$ cat src/rtl/dc_write_port_pkg.sv
// dc_write_port_pkg: FSM state codes, store type codes and byte-enable formatting shared by the write port
package dc_write_port_pkg;
  localparam logic [1:0] DCWP_IDLE = 2'd0;
  localparam logic [1:0] DCWP_ST_WAIT = 2'd1;
  localparam logic [1:0] DCWP_LD_WAIT = 2'd2;
  localparam logic SB_TYPE_WORD = 1'b0;
  localparam logic SB_TYPE_BYTE = 1'b1;
  function automatic logic [3:0] fmt_be(input logic t, input logic [1:0] a);
    return t == SB_TYPE_BYTE ? 4'b0001 << a : 4'hF;
  endfunction
endpackage

$ cat src/rtl/dc_write_port_if.sv
// dc_write_port_if: one-outstanding req/ack D-cache bus (req/we/addr/wdata/be out, ack/rdata back)
interface dc_write_port_if #(parameter int ADDR_W = 32, parameter int DATA_W = 32);
  logic req;
  logic we;
  logic [ADDR_W-1:0] addr;
  logic [DATA_W-1:0] wdata;
  logic [3:0] be;
  logic ack;
  logic [DATA_W-1:0] rdata;
  modport master(output req, we, addr, wdata, be, input ack, rdata);
  modport slave(input req, we, addr, wdata, be, output ack, rdata);
endinterface

$ cat src/rtl/dc_wq_fifo.sv
// dc_wq_fifo: store write queue; push/pop, full/empty, head entry and parallel word-address conflict compare
module dc_wq_fifo #(
  parameter int DEPTH = 2,
  parameter int ADDR_W = 32,
  parameter int DATA_W = 32
) (
  input  logic              clk,
  input  logic              reset,
  input  logic              push,
  input  logic              pop,
  input  logic [ADDR_W-1:0] push_addr,
  input  logic [DATA_W-1:0] push_wdata,
  input  logic              push_type,
  output logic              full,
  output logic              empty,
  output logic [ADDR_W-1:0] head_addr,
  output logic [DATA_W-1:0] head_wdata,
  output logic              head_type,
  input  logic [ADDR_W-3:0] cmp_wa,
  output logic              conflict
);
  localparam int AW = $clog2(DEPTH);
  logic [AW:0] wp, rp;
  logic [ADDR_W-1:0] addr_q [DEPTH];
  logic [DATA_W-1:0] wdata_q [DEPTH];
  logic [DEPTH-1:0] type_q, vld;
  logic wr;
  assign empty = wp == rp;
  assign full = wp == {~rp[AW], rp[AW-1:0]};
  // a full queue still accepts a push when the head leaves on the same edge
  assign wr = push && (!full || pop);
  assign head_addr = addr_q[rp[AW-1:0]];
  assign head_wdata = wdata_q[rp[AW-1:0]];
  assign head_type = type_q[rp[AW-1:0]];
  always_ff @(posedge clk or posedge reset) begin
    if (reset) begin
      wp <= '0;
      rp <= '0;
      vld <= '0;
    end else begin
      if (pop) begin
        rp <= rp + 1'b1;
        vld[rp[AW-1:0]] <= 1'b0;
      end
      if (wr) begin
        wp <= wp + 1'b1;
        vld[wp[AW-1:0]] <= 1'b1;
      end
    end
  end
  always_ff @(posedge clk) begin
    if (wr) begin
      addr_q[wp[AW-1:0]] <= push_addr;
      wdata_q[wp[AW-1:0]] <= push_wdata;
      type_q[wp[AW-1:0]] <= push_type;
    end
  end
  always_comb begin
    conflict = 1'b0;
    for (int i = 0; i < DEPTH; i++)
      conflict = conflict | (vld[i] && addr_q[i][ADDR_W-1:2] == cmp_wa);
  end
endmodule

$ cat src/rtl/dc_write_port.sv
// dc_write_port: queues store drains, arbitrates stores vs. load misses onto the D-cache bus, returns hit_dc, load data and stall
// ports: clk/reset; sb_* store-buffer drain/load miss in; hit_dc completion pulse; dc cache bus (master);
//        ld_data/ld_valid/stall to MEM stage; err_ovf sticky queue-overflow flag
module dc_write_port
  import dc_write_port_pkg::*;
#(
  parameter int WQ_DEPTH = 2,
  parameter int ADDR_W = 32,
  parameter int DATA_W = 32
) (
  input  logic              clk,
  input  logic              reset,
  input  logic              sb_store,
  input  logic              sb_load,
  input  logic [ADDR_W-1:0] sb_addr,
  input  logic [DATA_W-1:0] sb_wdata,
  input  logic              sb_type,
  output logic              hit_dc,
  dc_write_port_if.master   dc,
  output logic [DATA_W-1:0] ld_data,
  output logic              ld_valid,
  output logic              stall,
  output logic              err_ovf
);
  logic [1:0] state;
  logic ld_pend;
  logic [ADDR_W-3:0] ld_wa;
  logic full, empty, conflict, head_type;
  logic [ADDR_W-1:0] head_addr;
  logic [DATA_W-1:0] head_wdata;
  logic idle, pop, fin_ld, go_ld, go_st;
  dc_wq_fifo #(.DEPTH(WQ_DEPTH), .ADDR_W(ADDR_W), .DATA_W(DATA_W)) u_wq (
    .clk(clk),
    .reset(reset),
    .push(sb_store),
    .pop(pop),
    .push_addr(sb_addr),
    .push_wdata(sb_wdata),
    .push_type(sb_type),
    .full(full),
    .empty(empty),
    .head_addr(head_addr),
    .head_wdata(head_wdata),
    .head_type(head_type),
    .cmp_wa(ld_wa),
    .conflict(conflict)
  );
  assign idle = state == DCWP_IDLE;
  assign pop = state == DCWP_ST_WAIT && dc.ack;
  assign fin_ld = state == DCWP_LD_WAIT && dc.ack;
  // a load may bypass queued stores only when none of them touches its word and the queue is not full
  assign go_ld = idle && ld_pend && !conflict && !full;
  assign go_st = idle && !empty && !go_ld;
  assign stall = ld_pend | (state == DCWP_LD_WAIT);
  always_ff @(posedge clk or posedge reset) begin
    if (reset) begin
      state <= DCWP_IDLE;
      ld_pend <= 1'b0;
      ld_wa <= '0;
      dc.req <= 1'b0;
      dc.we <= 1'b0;
      dc.addr <= '0;
      dc.wdata <= '0;
      dc.be <= '0;
      hit_dc <= 1'b0;
      ld_data <= '0;
      ld_valid <= 1'b0;
      err_ovf <= 1'b0;
    end else begin
      hit_dc <= pop | fin_ld;
      ld_valid <= fin_ld;
      if (fin_ld) ld_data <= dc.rdata;
      if (sb_store && full && !pop) err_ovf <= 1'b1;
      if (fin_ld) ld_pend <= 1'b0;
      else if (sb_load && !ld_pend) begin
        ld_pend <= 1'b1;
        ld_wa <= sb_wdata[ADDR_W-1:2];
      end
      if (pop || fin_ld) begin
        state <= DCWP_IDLE;
        dc.req <= 1'b0;
      end else if (go_st) begin
        state <= DCWP_ST_WAIT;
        dc.req <= 1'b1;
        dc.we <= 1'b1;
        dc.addr <= head_type == SB_TYPE_BYTE ? head_addr : {head_addr[ADDR_W-1:2], 2'b00};
        dc.wdata <= head_type == SB_TYPE_BYTE ? {(DATA_W/8){head_wdata[7:0]}} : head_wdata;
        dc.be <= fmt_be(head_type, head_addr[1:0]);
      end else if (go_ld) begin
        state <= DCWP_LD_WAIT;
        dc.req <= 1'b1;
        dc.we <= 1'b0;
        dc.addr <= {ld_wa, 2'b00};
        dc.be <= 4'hF;
      end
    end
  end
endmodule

$ cat src/flat_wrapper.sv
// flat-port wrapper written by rule: the top's interface ports become plain ports
module dc_write_port_flat import dc_write_port_pkg::*;
#(
  parameter int WQ_DEPTH = 2,
  parameter int ADDR_W = 32,
  parameter int DATA_W = 32
)
  (clk, reset, sb_store, sb_load, sb_addr, sb_wdata, sb_type, hit_dc, ld_data, ld_valid, stall, err_ovf, dc_req, dc_we, dc_addr, dc_wdata, dc_be, dc_ack, dc_rdata);
  dc_write_port_if #(.ADDR_W(ADDR_W), .DATA_W(DATA_W)) dc_i ();
  input  logic clk;
  input  logic reset;
  input  logic sb_store;
  input  logic sb_load;
  input  logic [ADDR_W-1:0] sb_addr;
  input  logic [DATA_W-1:0] sb_wdata;
  input  logic sb_type;
  output logic hit_dc;
  output logic [DATA_W-1:0] ld_data;
  output logic ld_valid;
  output logic stall;
  output logic err_ovf;
  output wire logic [$bits(dc_i.req)-1:0] dc_req;
  output wire logic [$bits(dc_i.we)-1:0] dc_we;
  output wire logic [$bits(dc_i.addr)-1:0] dc_addr;
  output wire logic [$bits(dc_i.wdata)-1:0] dc_wdata;
  output wire logic [$bits(dc_i.be)-1:0] dc_be;
  input wire logic [$bits(dc_i.ack)-1:0] dc_ack;
  input wire logic [$bits(dc_i.rdata)-1:0] dc_rdata;
  assign dc_req = dc_i.req;
  assign dc_we = dc_i.we;
  assign dc_addr = dc_i.addr;
  assign dc_wdata = dc_i.wdata;
  assign dc_be = dc_i.be;
  assign dc_i.ack = dc_ack;
  assign dc_i.rdata = dc_rdata;
  dc_write_port #(.WQ_DEPTH(WQ_DEPTH), .ADDR_W(ADDR_W), .DATA_W(DATA_W)) u_core (.clk(clk), .reset(reset), .sb_store(sb_store), .sb_load(sb_load), .sb_addr(sb_addr), .sb_wdata(sb_wdata), .sb_type(sb_type), .hit_dc(hit_dc), .dc(dc_i), .ld_data(ld_data), .ld_valid(ld_valid), .stall(stall), .err_ovf(err_ovf));
endmodule
$ cat config.mk
export PLATFORM = sky130hd
export DESIGN_NAME = dc_write_port_flat
export DESIGN_NICKNAME = d
export VERILOG_FILES = /design/src/rtl/dc_write_port_pkg.sv /design/src/rtl/dc_write_port_if.sv /design/src/rtl/dc_wq_fifo.sv /design/src/rtl/dc_write_port.sv /design/src/flat_wrapper.sv
export SDC_FILE = /design/constraint.sdc
export NUM_CORES = 1
export LEC_CHECK = 0
export ABC_AREA = 1
export CELL_PAD_IN_SITES_DETAIL_PLACEMENT = 2
export CELL_PAD_IN_SITES_GLOBAL_PLACEMENT = 2
export CORE_MARGIN = 8
export CORE_UTILIZATION = 35
export CTS_CLUSTER_DIAMETER = 200
export DETAILED_ROUTE_END_ITERATION = 8
export GPL_ROUTABILITY_DRIVEN = 0
export GPL_TIMING_DRIVEN = 0
export PLACE_DENSITY_LB_ADDON = 0.1
export SLEW_MARGIN = 5
export SYNTH_ARGS = -nofsm -noshare
export SYNTH_HDL_FRONTEND = slang
export SYNTH_SLANG_ARGS = --single-unit
$ cat constraint.sdc
create_clock -name clk -period 8.86 [get_ports clk]
set_clock_uncertainty 0.1 [all_clocks]
set_input_delay 2.658 -clock clk [delete_from_list [all_inputs] [get_ports clk]]
set_output_delay 2.658 -clock clk [all_outputs]
set_load 0.005 [all_outputs]
==> reports/qor.txt, run 1 <==
==================================================================================
Critical Path, Cell by Cell                                           clkdlybuf4s50_1 -> inv_1 -> nor3_1 -> inv_1 -> nand2_1 -> nand2_1 -> nor2_4 -> buf_16 -> buf_16
Clock transition at the registers of the reported paths                    0.05 ns
Largest net degree at the start of global routing                               86
Core Region                                                              33400 um2
Maximum fanout along the worst path                                             18
Number of buffers between clock root and the deepest sink                        3
Clock H-tree levels                                                              2
Data arrival time at the worst-slack endpoint                              5.08 ns
Result of the run                                                     finished clean
Leak                                                                       7.09 nW
Fraction of synthesis flops using an asynchronous set or reset pin           52.6%
Max Freq                                                                   202 MHz
Total power density per cell area                                       410 nW/um2
Detailed Place HPWL                                                        33.9 mm
Detailed-route vias per instance                                              4.97
Clock tree from TritonCTS                                                     done
Prevailing post-synth register cell                                        dfrtp_1
End of the worst hold path                                            u_core.ld_data[14]
Adder-cell share of the synthesized area                                        0%
Dominant delay contributor by cell family on the critical path        simple AND/OR/NAND/NOR gates
Critical path launch point type                                         input port
Wire length of the first global-routing pass                               70.0 mm
Setup CP Type                                                               in2reg
Fraction of synthesized area in multiplexers                               0.0851%
Most common library cell in the layout ignoring fill and taps              nand2_1
Total I/O pin count                                                            208
Fill cell total of the finished layout                                        3608
Worst-skew pair later-pin latency                                          0.51 ns
Cell depth of the worst flop-to-flop path                                        8
Post-synthesis sequential area ratio                                         63.8%
Most heavily used metal layer in global routing                               met2
Total Wirelength                                                           46.6 mm
Post-route clock period utilization                                          56.0%
Ratio of cells with drive above 1 in the final layout                        6.82%
Share of synthesized cell area in and, or, nand and nor gates                22.1%
Total number of yosys warnings                                                   0
Mapped Cells                                                                  1280
Netlist cell types                                                              29
Tot Pwr                                                                    6.42 mW
Total of flip-flops plus latches after synthesis                               274
Non-filler cells, final                                                       2005
Tightest slew margin relative to the limit                                   48.2%
Hold buffers post-CTS                                                            0
Final routed DRC violation total                                                 0
Die height                                                                  199 um
Register-to-Register Setup Slack                                           6.04 ns
Critical path endpoint category                                           register
Drt first pass iters                                                             4
Startpoint of the tightest hold check path                            u_core.ld_data[14]
Buffers added on ports                                                         207
Setup repair bufs after CTS                                                      0
Met2 Resource Use GR                                                         41.3%
Number of nets in the final layout                                            1631
Launch instance of the worst register-to-register path                u_core.state[0]
Number of buffers inserted during clock tree synthesis                          34
Combinational family with the most area after synthesis               simple AND/OR/NAND/NOR gates
First-iteration detailed-routing DRC count                                     497
Post-CTS Resized                                                                 0
Fin. Hold Viols                                                                  0
P&R area growth vs syn                                                       33.2%
Remaining number of nets flagged by the antenna check after routing              0
Capturing point of the worst reg2reg path                             u_core.u_wq.addr_q[1][24]
Initial antenna violation count                                                  2
Max-slew violation total from the final report                                   0
Post-synthesis instance area                                             11800 um2
Instance count after placement with tap cells included                        1941
Die ar.                                                                  39700 um2
Largest stage delay on the critical path                                   0.64 ns
Global routing met3 resource utilization                                     5.14%
Slew @ Worst Pin                                                          0.777 ns
Post-synthesis area per instance                                          9.19 um2
CTS root buffer                                                          clkbuf_16
Total setup violations reported at the end of the flow                           0
Number of global-route vias before repair                                    11500
Highest-delay cell along the critical path                                  nor2_4
Worst hold margin                                                         0.372 ns
Fin area                                                                 15700 um2
Max-Cap Viols                                                                    0
Compound-gate portion of the synthesized area                                6.56%
Leftover overflow at the end of global routing                                   0
Starting utilization of the core area                                        35.3%
Number of placement rows                                                        67
Number of buffer and inverter stages on the critical path                        5
Xor-xnor portion of the synthesized cell area                                1.34%
Required time at the worst-slack endpoint                                  8.98 ns
Worst ir drop on vdd                                                      0.158 mV
Clock period minus final worst setup slack                                 4.96 ns
Final cell utilization of the core                                           47.0%
Met1 usage                                                                   28.3%
Detailed-route via count                                                      9968
Critical path launch point                                                  dc_ack
Detailed-route wire length per cell                                        23.2 um
Cell Area, Placed                                                        14600 um2
Overall die width                                                           199 um
Global-route usage over all layers                                           23.6%
Setup repair after global routing missed its margin                             no
Worst hold path class                                                      reg2reg
Num Clock Sinks                                                                274
Highest-count cells in the layout ignoring fill and taps              518 x nand2_1, 207 x clkdlybuf4s50_1, 144 x dfrtp_1, 130 x edfxtp_1
Number of synthesized flops with an enable pin                                 130
Hold path depth                                                                  2
Total nets after synthesis                                                    1382
==================================================================================
## synth_stat cells, types with 2 or more instances
cell      count  area, um2
o31ai_1      24        180
inv_1       103        387
xor2_1        5       43.8
o21ai_1       4       20.0
nor3_2        2       20.0
edfxtp_1    130       3900
buf_1         3       11.3
clkbuf_1     26       97.6
inv_2        19       71.3
or2_2         2       12.5
buf_2        18       90.1
a21oi_1      36        180
nand2_1     518       1940
nand3_1      40        200
xnor2_1      13        114
nor2_1      104        390
nand4_1       4       25.0
buf_6         2       22.5
o21ai_0      70        350
dfrtp_1     144       3600
buf_4         5       37.5
## cell families (layout without fill, tap and decap cells)
family                    after synthesis  in the layout
and+or+nand+nor                       672            672
AOI/OAI and AO/OA                     139            139
buffers and inverters                 176            450
other                                   0              3
xor gates and xnor gates               18             18
muxes                                   1              1
DFF                                   274            274
## metal layers
metal  vias to the layer above  routed length, um
met3                        87               2700
met4                         0               1550
met2                       276              23300
met1                      5027              19100
met5                         -                  0
li1                       4578                  -
## state kept, by name, summed over array words and instances (netlist names)
register / count
u_core.u_wq.addr_q: 64
u_core.u_wq.wdata_q: 64
u_core.dc.addr: 32
u_core.dc.wdata: 32
u_core.ld_data: 32
u_core.ld_wa: 30
u_core.dc.be: 4
u_core.state: 2
u_core.u_wq.rp: 2
u_core.u_wq.type_q: 2
u_core.u_wq.vld: 2
u_core.u_wq.wp: 2
u_core.dc.req: 1
u_core.dc.we: 1
u_core.err_ovf: 1
u_core.hit_dc: 1
u_core.ld_pend: 1
u_core.ld_valid: 1
## worst max path at each step
stage / end / slack, ns / cells after the start
6_report: u_core.u_wq.addr_q[1][24] / 3.90 / 9
5_1_grt: u_core.u_wq.wdata_q[1][24] / 3.74 / 9
4_1_cts: u_core.u_wq.wdata_q[1][27] / 3.88 / 9
3_5_place_dp: u_core.u_wq.addr_q[1][24] / 3.38 / 9
3_3_place_gp: u_core.u_wq.addr_q[1][27] / -0.81 / 7
2_1_floorplan: u_core.u_wq.addr_q[1][0] / 2.21 / 6
## layout make-up
class	instances	area, um2	area share [%]
Clock buffer	51	976	6.23
Multi-Input combinational cell	830	3560	22.7
Clock inverter	10	125	0.798
Timing Repair Buffer	213	2210	14.1
Inverter	122	465	2.97
Tap cell	448	561	3.58
Antenna cell	3	7.51	0.0479
Buffer	54	259	1.65
Sequential cell	274	7510	47.9
## worst register-to-register path, stage by stage, from the launching register on
cell and delay (ns):
dfrtp_1 0.39, inv_1 0.08, nor3_1 0.40, inv_1 0.17
nand2_1 0.14, nand2_1 0.18, nor2_4 0.64, buf_16 0.26
buf_16 0.17
## report_power, final
group,total (mW),switching (mW),internal (mW)
combinational,2.87,1.81,1.06
sequential,2.17,0.289,1.88
clock,1.39,0.538,0.848
## through the flow
stage | worst slack [ns] | setup TNS, ns
floorplan | 2.21 | 0
global placement | -0.807 | -173.19
detailed placement | 3.38 | 0
CTS | 3.88 | 0
global route | 3.74 | 0
finish | 3.90 | 0
Power figures use the tool's default switching activity.
==> run 2, diff against run 1 <==
--- a/config.mk
+++ b/config.mk
@@ -9,7 +9,7 @@
 export CELL_PAD_IN_SITES_DETAIL_PLACEMENT = 2
 export CELL_PAD_IN_SITES_GLOBAL_PLACEMENT = 2
 export CORE_MARGIN = 8
-export CORE_UTILIZATION = 35
+export CORE_UTILIZATION = 32
 export CTS_CLUSTER_DIAMETER = 200
 export DETAILED_ROUTE_END_ITERATION = 8
 export GPL_ROUTABILITY_DRIVEN = 0
==> constraint.sdc (replaced) <==
create_clock -name clk -period 4.6 [get_ports clk]
set_clock_uncertainty 0.1 [all_clocks]
set_input_delay 1.38 -clock clk [delete_from_list [all_inputs] [get_ports clk]]
set_output_delay 1.38 -clock clk [all_outputs]
set_load 0.005 [all_outputs]
==> run 2 against run 1 <==
Against the previous run: design area rose by 0.16%; worst setup slack got worse by 2.9 ns; flip-flop and latch count stayed put; clock-buffer cell count decreased by 3; clock power is 87% higher; largest power group unchanged.
==> reports/qor.txt, run 2 (synthesis results as in run 1) <==
==================================================================================
P&R area growth vs syn                                                       33.4%
Crit path to                                                          u_core.u_wq.addr_q[0][21]
Remaining number of nets flagged by the antenna check after routing              0
Largest stage delay on the critical path                                   0.62 ns
Final routed DRC violation total                                                 0
Highest-delay cell along the critical path                                  nor2_4
Critical path launch point                                                  dc_ack
Die ar.                                                                  43200 um2
Number of nets in the final layout                                            1635
Number of global-route vias before repair                                    11300
Max Freq                                                                   276 MHz
Most common library cell in the layout ignoring fill and taps              nand2_1
Die height                                                                  208 um
Number of placement rows                                                        70
Tightest slew margin relative to the limit                                   44.7%
Result of the run                                                     finished clean
Total I/O pin count                                                            208
Ratio of cells with drive above 1 in the final layout                        7.01%
Clock period minus final worst setup slack                                 3.62 ns
Detailed Place HPWL                                                        33.8 mm
Setup repair after global routing missed its margin                             no
Post-CTS Resized                                                                 0
Required time at the worst-slack endpoint                                  4.69 ns
Critical path launch point type                                         input port
Setup repair bufs after CTS                                                      0
Register-to-Register Setup Slack                                           1.87 ns
Worst-skew pair later-pin latency                                          0.51 ns
Number of buffers between clock root and the deepest sink                        3
Cell depth of the worst flop-to-flop path                                        7
Max-Cap Viols                                                                    0
Starting utilization of the core area                                        32.3%
Total negative slack                                                          0 ns
Hold buffers post-CTS                                                            0
First-iteration detailed-routing DRC count                                     401
Slew @ Worst Pin                                                          0.830 ns
Global-route usage over all layers                                           20.7%
Maximum fanout along the worst path                                             23
Total Wirelength                                                           44.9 mm
Capturing point of the worst reg2reg path                             u_core.u_wq.addr_q[0][21]
Worst hold path class                                                      reg2reg
Post-route clock period utilization                                          78.8%
Overall die width                                                           208 um
Total setup violations reported at the end of the flow                           0
Clock transition at the registers of the reported paths                    0.06 ns
Leak                                                                       7.10 nW
Total power density per cell area                                       774 nW/um2
Max-slew violation total from the final report                                   0
Highest-count cells in the layout ignoring fill and taps              518 x nand2_1, 207 x clkdlybuf4s50_1, 144 x dfrtp_1, 130 x edfxtp_1
Launch instance of the worst register-to-register path                u_core.state[0]
Buffers added on ports                                                         207
Detailed-route vias per instance                                              4.86
Number of buffer and inverter stages on the critical path                        4
Worst ir drop on vdd                                                      0.252 mV
Tot Pwr                                                                    12.1 mW
Num Clock Sinks                                                                274
Data arrival time at the worst-slack endpoint                              3.72 ns
Wire length of the first global-routing pass                               69.1 mm
Setup slack after layout                                                  0.977 ns
Clock tree from TritonCTS                                                     done
Clock H-tree levels                                                              2
Worst slack at placement                                                  0.416 ns
Number of antenna cells inserted                                                 0
Setup CP Type                                                               in2reg
Critical path endpoint category                                           register
Initial antenna violation count                                                  1
Largest net degree at the start of global routing                               38
Core Region                                                              36400 um2
Stages on the worst setup path                                                   8
Critical Path, Cell by Cell                                           clkdlybuf4s50_1 -> inv_1 -> nor3_1 -> inv_1 -> nand2_1 -> nand2_1 -> nor2_4 -> buf_12
Leftover overflow at the end of global routing                                   0
Fin. Hold Viols                                                                  0
Detailed-route wire length per cell                                        22.2 um
Detailed-route via count                                                      9828
Number of buffers inserted during clock tree synthesis                          35
Dominant delay contributor by cell family on the critical path        simple AND/OR/NAND/NOR gates
Drt first pass iters                                                             4
CTS root buffer                                                          clkbuf_16
Startpoint of the tightest hold check path                            u_core.ld_data[27]
Hold path depth                                                                  2
==================================================================================
==> run 2: area by class of cell <==
type | count | area [um2]
repair buffers | 216 | 2260
clock buffers | 48 | 955
clock inverters | 12 | 113
inverters | 122 | 462
plain buffers | 54 | 259
multi-input cells | 830 | 3560
well taps | 468 | 586
flip-flops and latches | 274 | 7510
fillers | 3997 | 20700
==> run 2: where the power goes <==
group	internal, mW	switching, mW
combinational	2.02	3.39
clock	1.56	1.04
sequential	3.61	0.523
==> run 2: through the flow <==
stage                     utilization [%]  hold slack (ns)  instance area, um2  cells
after floorplan                         -            0.347               11800   1280
after global placement               39.6            0.352               14400   1955
after detailed placement             40.2            0.361               14600   1964
after CTS                            43.1            0.376               15700   2024
after global routing                 43.1            0.391               15700   2024
final                                43.1            0.372               15700   2024
==> run 2: how the worst min path moves through the flow <==
stage / endpoint / slack (ns)
2_1_floorplan: u_core.u_wq.vld[1] / 0.35
3_3_place_gp: u_core.ld_data[14] / 0.35
3_5_place_dp: u_core.ld_data[11] / 0.36
4_1_cts: u_core.ld_data[27] / 0.38
5_1_grt: u_core.ld_data[30] / 0.39
6_report: u_core.ld_data[27] / 0.37
==> run 2: routing by layer <==
metal	GRT usage [%]	share of wire, %	routed length (um)
met1	25.1	42	19100
met2	36.4	50	22200
met3	4.80	5.4	2430
met4	5.73	2.5	1140
met5	0	0.029	13
==> run 2: worst min-delay path: stages, from the launching register on <==
cell     delay, ns
dfrtp_1       0.34
nand2_1       0.05
nand2_1       0.04
==> run 3, diff against run 2 <==
==> constraint.sdc (replaced) <==
create_clock -name clk -period 3.75 [get_ports clk]
set_clock_uncertainty 0.1 [all_clocks]
set_input_delay 1.125 -clock clk [delete_from_list [all_inputs] [get_ports clk]]
set_output_delay 1.125 -clock clk [all_outputs]
set_load 0.005 [all_outputs]
==> run 3 against run 2 <==
Against the previous run: sequential share of layout area is essentially flat; wire length shrank 0.64%; critical path depth is the same; flip-flop and latch count is the same; largest cell class unchanged; worst setup slack lost 0.68 ns; power grew 23%; via count shrank 0.58%.
==> reports/qor.txt, run 3 (synthesis results as in run 1) <==
==================================================================================
Remaining number of nets flagged by the antenna check after routing              0
Ratio of cells with drive above 1 in the final layout                        6.88%
Critical Path, Cell by Cell                                           clkdlybuf4s50_1 -> inv_1 -> nor3_1 -> inv_1 -> nand2_1 -> nand2_1 -> nor2_4 -> buf_12
Fill cell total of the finished layout                                        3945
Setup CP Type                                                               in2reg
Leak                                                                       7.09 nW
Worst hold path class                                                      reg2reg
Result of the run                                                     finished clean
First-iteration detailed-routing DRC count                                     429
Highest-count cells in the layout ignoring fill and taps              518 x nand2_1, 207 x clkdlybuf4s50_1, 144 x dfrtp_1, 130 x edfxtp_1
Wire length of the first global-routing pass                               67.9 mm
Leftover overflow at the end of global routing                                   0
Total Wirelength                                                           44.6 mm
Clock tree from TritonCTS                                                     done
Clock transition at the registers of the reported paths                    0.05 ns
Detailed-route via count                                                      9771
Final cell utilization of the core                                           43.1%
Die height                                                                  208 um
Slew @ Worst Pin                                                          0.910 ns
Final routed DRC violation total                                                 0
Number of buffers between clock root and the deepest sink                        3
Buffers added on ports                                                         207
Maximum fanout along the worst path                                             26
Number of buffers inserted during clock tree synthesis                          34
Setup repair after global routing missed its margin                             no
Post-CTS Resized                                                                 0
Post-route clock period utilization                                          92.1%
Num Clock Sinks                                                                274
Largest net degree at the start of global routing                               38
Number of placement rows                                                        70
Max-slew violation total from the final report                                   0
Starting utilization of the core area                                        32.3%
Clock H-tree levels                                                              2
Critical path launch point type                                         input port
Clock period minus final worst setup slack                                 3.45 ns
Required time at the worst-slack endpoint                                  3.84 ns
Total I/O pin count                                                            208
Worst ir drop on vdd                                                      0.330 mV
Number of global-route vias before repair                                    11000
Detailed-route wire length per cell                                        22.0 um
Initial antenna violation count                                                  2
Number of nets in the final layout                                            1633
Critical path endpoint category                                           register
Max-Cap Viols                                                                    0
Tightest slew margin relative to the limit                                   39.2%
Detailed-route vias per instance                                              4.83
Total setup violations reported at the end of the flow                           0
Overall die width                                                           208 um
Die ar.                                                                  43200 um2
Cell Area, Placed                                                        14600 um2
Detailed Place HPWL                                                        33.8 mm
Fin area                                                                 15700 um2
Worst-skew pair later-pin latency                                          0.51 ns
Fin. Hold Viols                                                                  0
Setup repair bufs after CTS                                                      0
Data arrival time at the worst-slack endpoint                              3.54 ns
Highest-delay cell along the critical path                                  nor2_4
Most common library cell in the layout ignoring fill and taps              nand2_1
Core Region                                                              36400 um2
Total power density per cell area                                       952 nW/um2
CTS root buffer                                                          clkbuf_16
Max Freq                                                                   289 MHz
Global-route usage over all layers                                           20.5%
Hold buffers post-CTS                                                            0
Tot Pwr                                                                    15.0 mW
Largest stage delay on the critical path                                   0.74 ns
P&R area growth vs syn                                                       33.5%
Drt first pass iters                                                             5
==================================================================================
-- run 3: area by class of cell --
type	count	area [um2]	share of cell area, %
Antenna cell	1	2.50	0.0159
Buffer	54	259	1.65
Clock buffer	51	976	6.21
Clock inverter	10	124	0.789
Inverter	122	462	2.94
Multi-Input combinational cell	830	3560	22.7
Sequential cell	274	7510	47.8
Tap cell	468	586	3.73
Timing Repair Buffer	215	2230	14.2
-- run 3: path summary, 6_finish.rpt --
kind	startpoint	end	slack [ns]	cells after the start
worst min register to register	u_core.ld_data[6]	u_core.ld_data[6]	0.37	2
max in group asynchronous	reset	u_core.ld_wa[25]	1.79	4
worst max register to register	u_core.state[0]	u_core.u_wq.addr_q[1][16]	0.91	7
worst min-delay path	u_core.ld_data[6]	u_core.ld_data[6]	0.37	2
min in group asynchronous	reset	u_core.hit_dc	0.91	2
worst max-delay path	dc_ack	u_core.u_wq.addr_q[1][16]	0.30	8
-- run 3: critical path, delay by kind of cell --
kind | cells | cell delay, ns
and+or+nand+nor | 4 | 1.40
buffers and inverters | 4 | 1.00
-- run 3: power breakdown --
group	total [mW]	switching, mW	internal (mW)
Combinational	6.61	4.13	2.47
Clock	3.27	1.26	2.00
Sequential	5.08	0.646	4.43
-- run 3: layer usage --
metal | track usage, % | wire (um)
met2 | 35.6 | 22200
met5 | 0 | 13
met4 | 5.90 | 1100
met1 | 25.4 | 19100
met3 | 4.32 | 2220
-- run 3: stage by stage --
step | std cells | TNS, ns | hold WS, ns | worst slack [ns]
2_1_floorplan | 1280 | -15.56 | 0.347 | -0.239
6_report | 2025 | 0 | 0.371 | 0.296
5_1_grt | 2025 | 0 | 0.389 | 0.140
3_5_place_dp | 1963 | -19.63 | 0.361 | -0.279
3_3_place_gp | 1955 | -376.50 | 0.352 | -2.38
4_1_cts | 2024 | 0 | 0.377 | 0.264
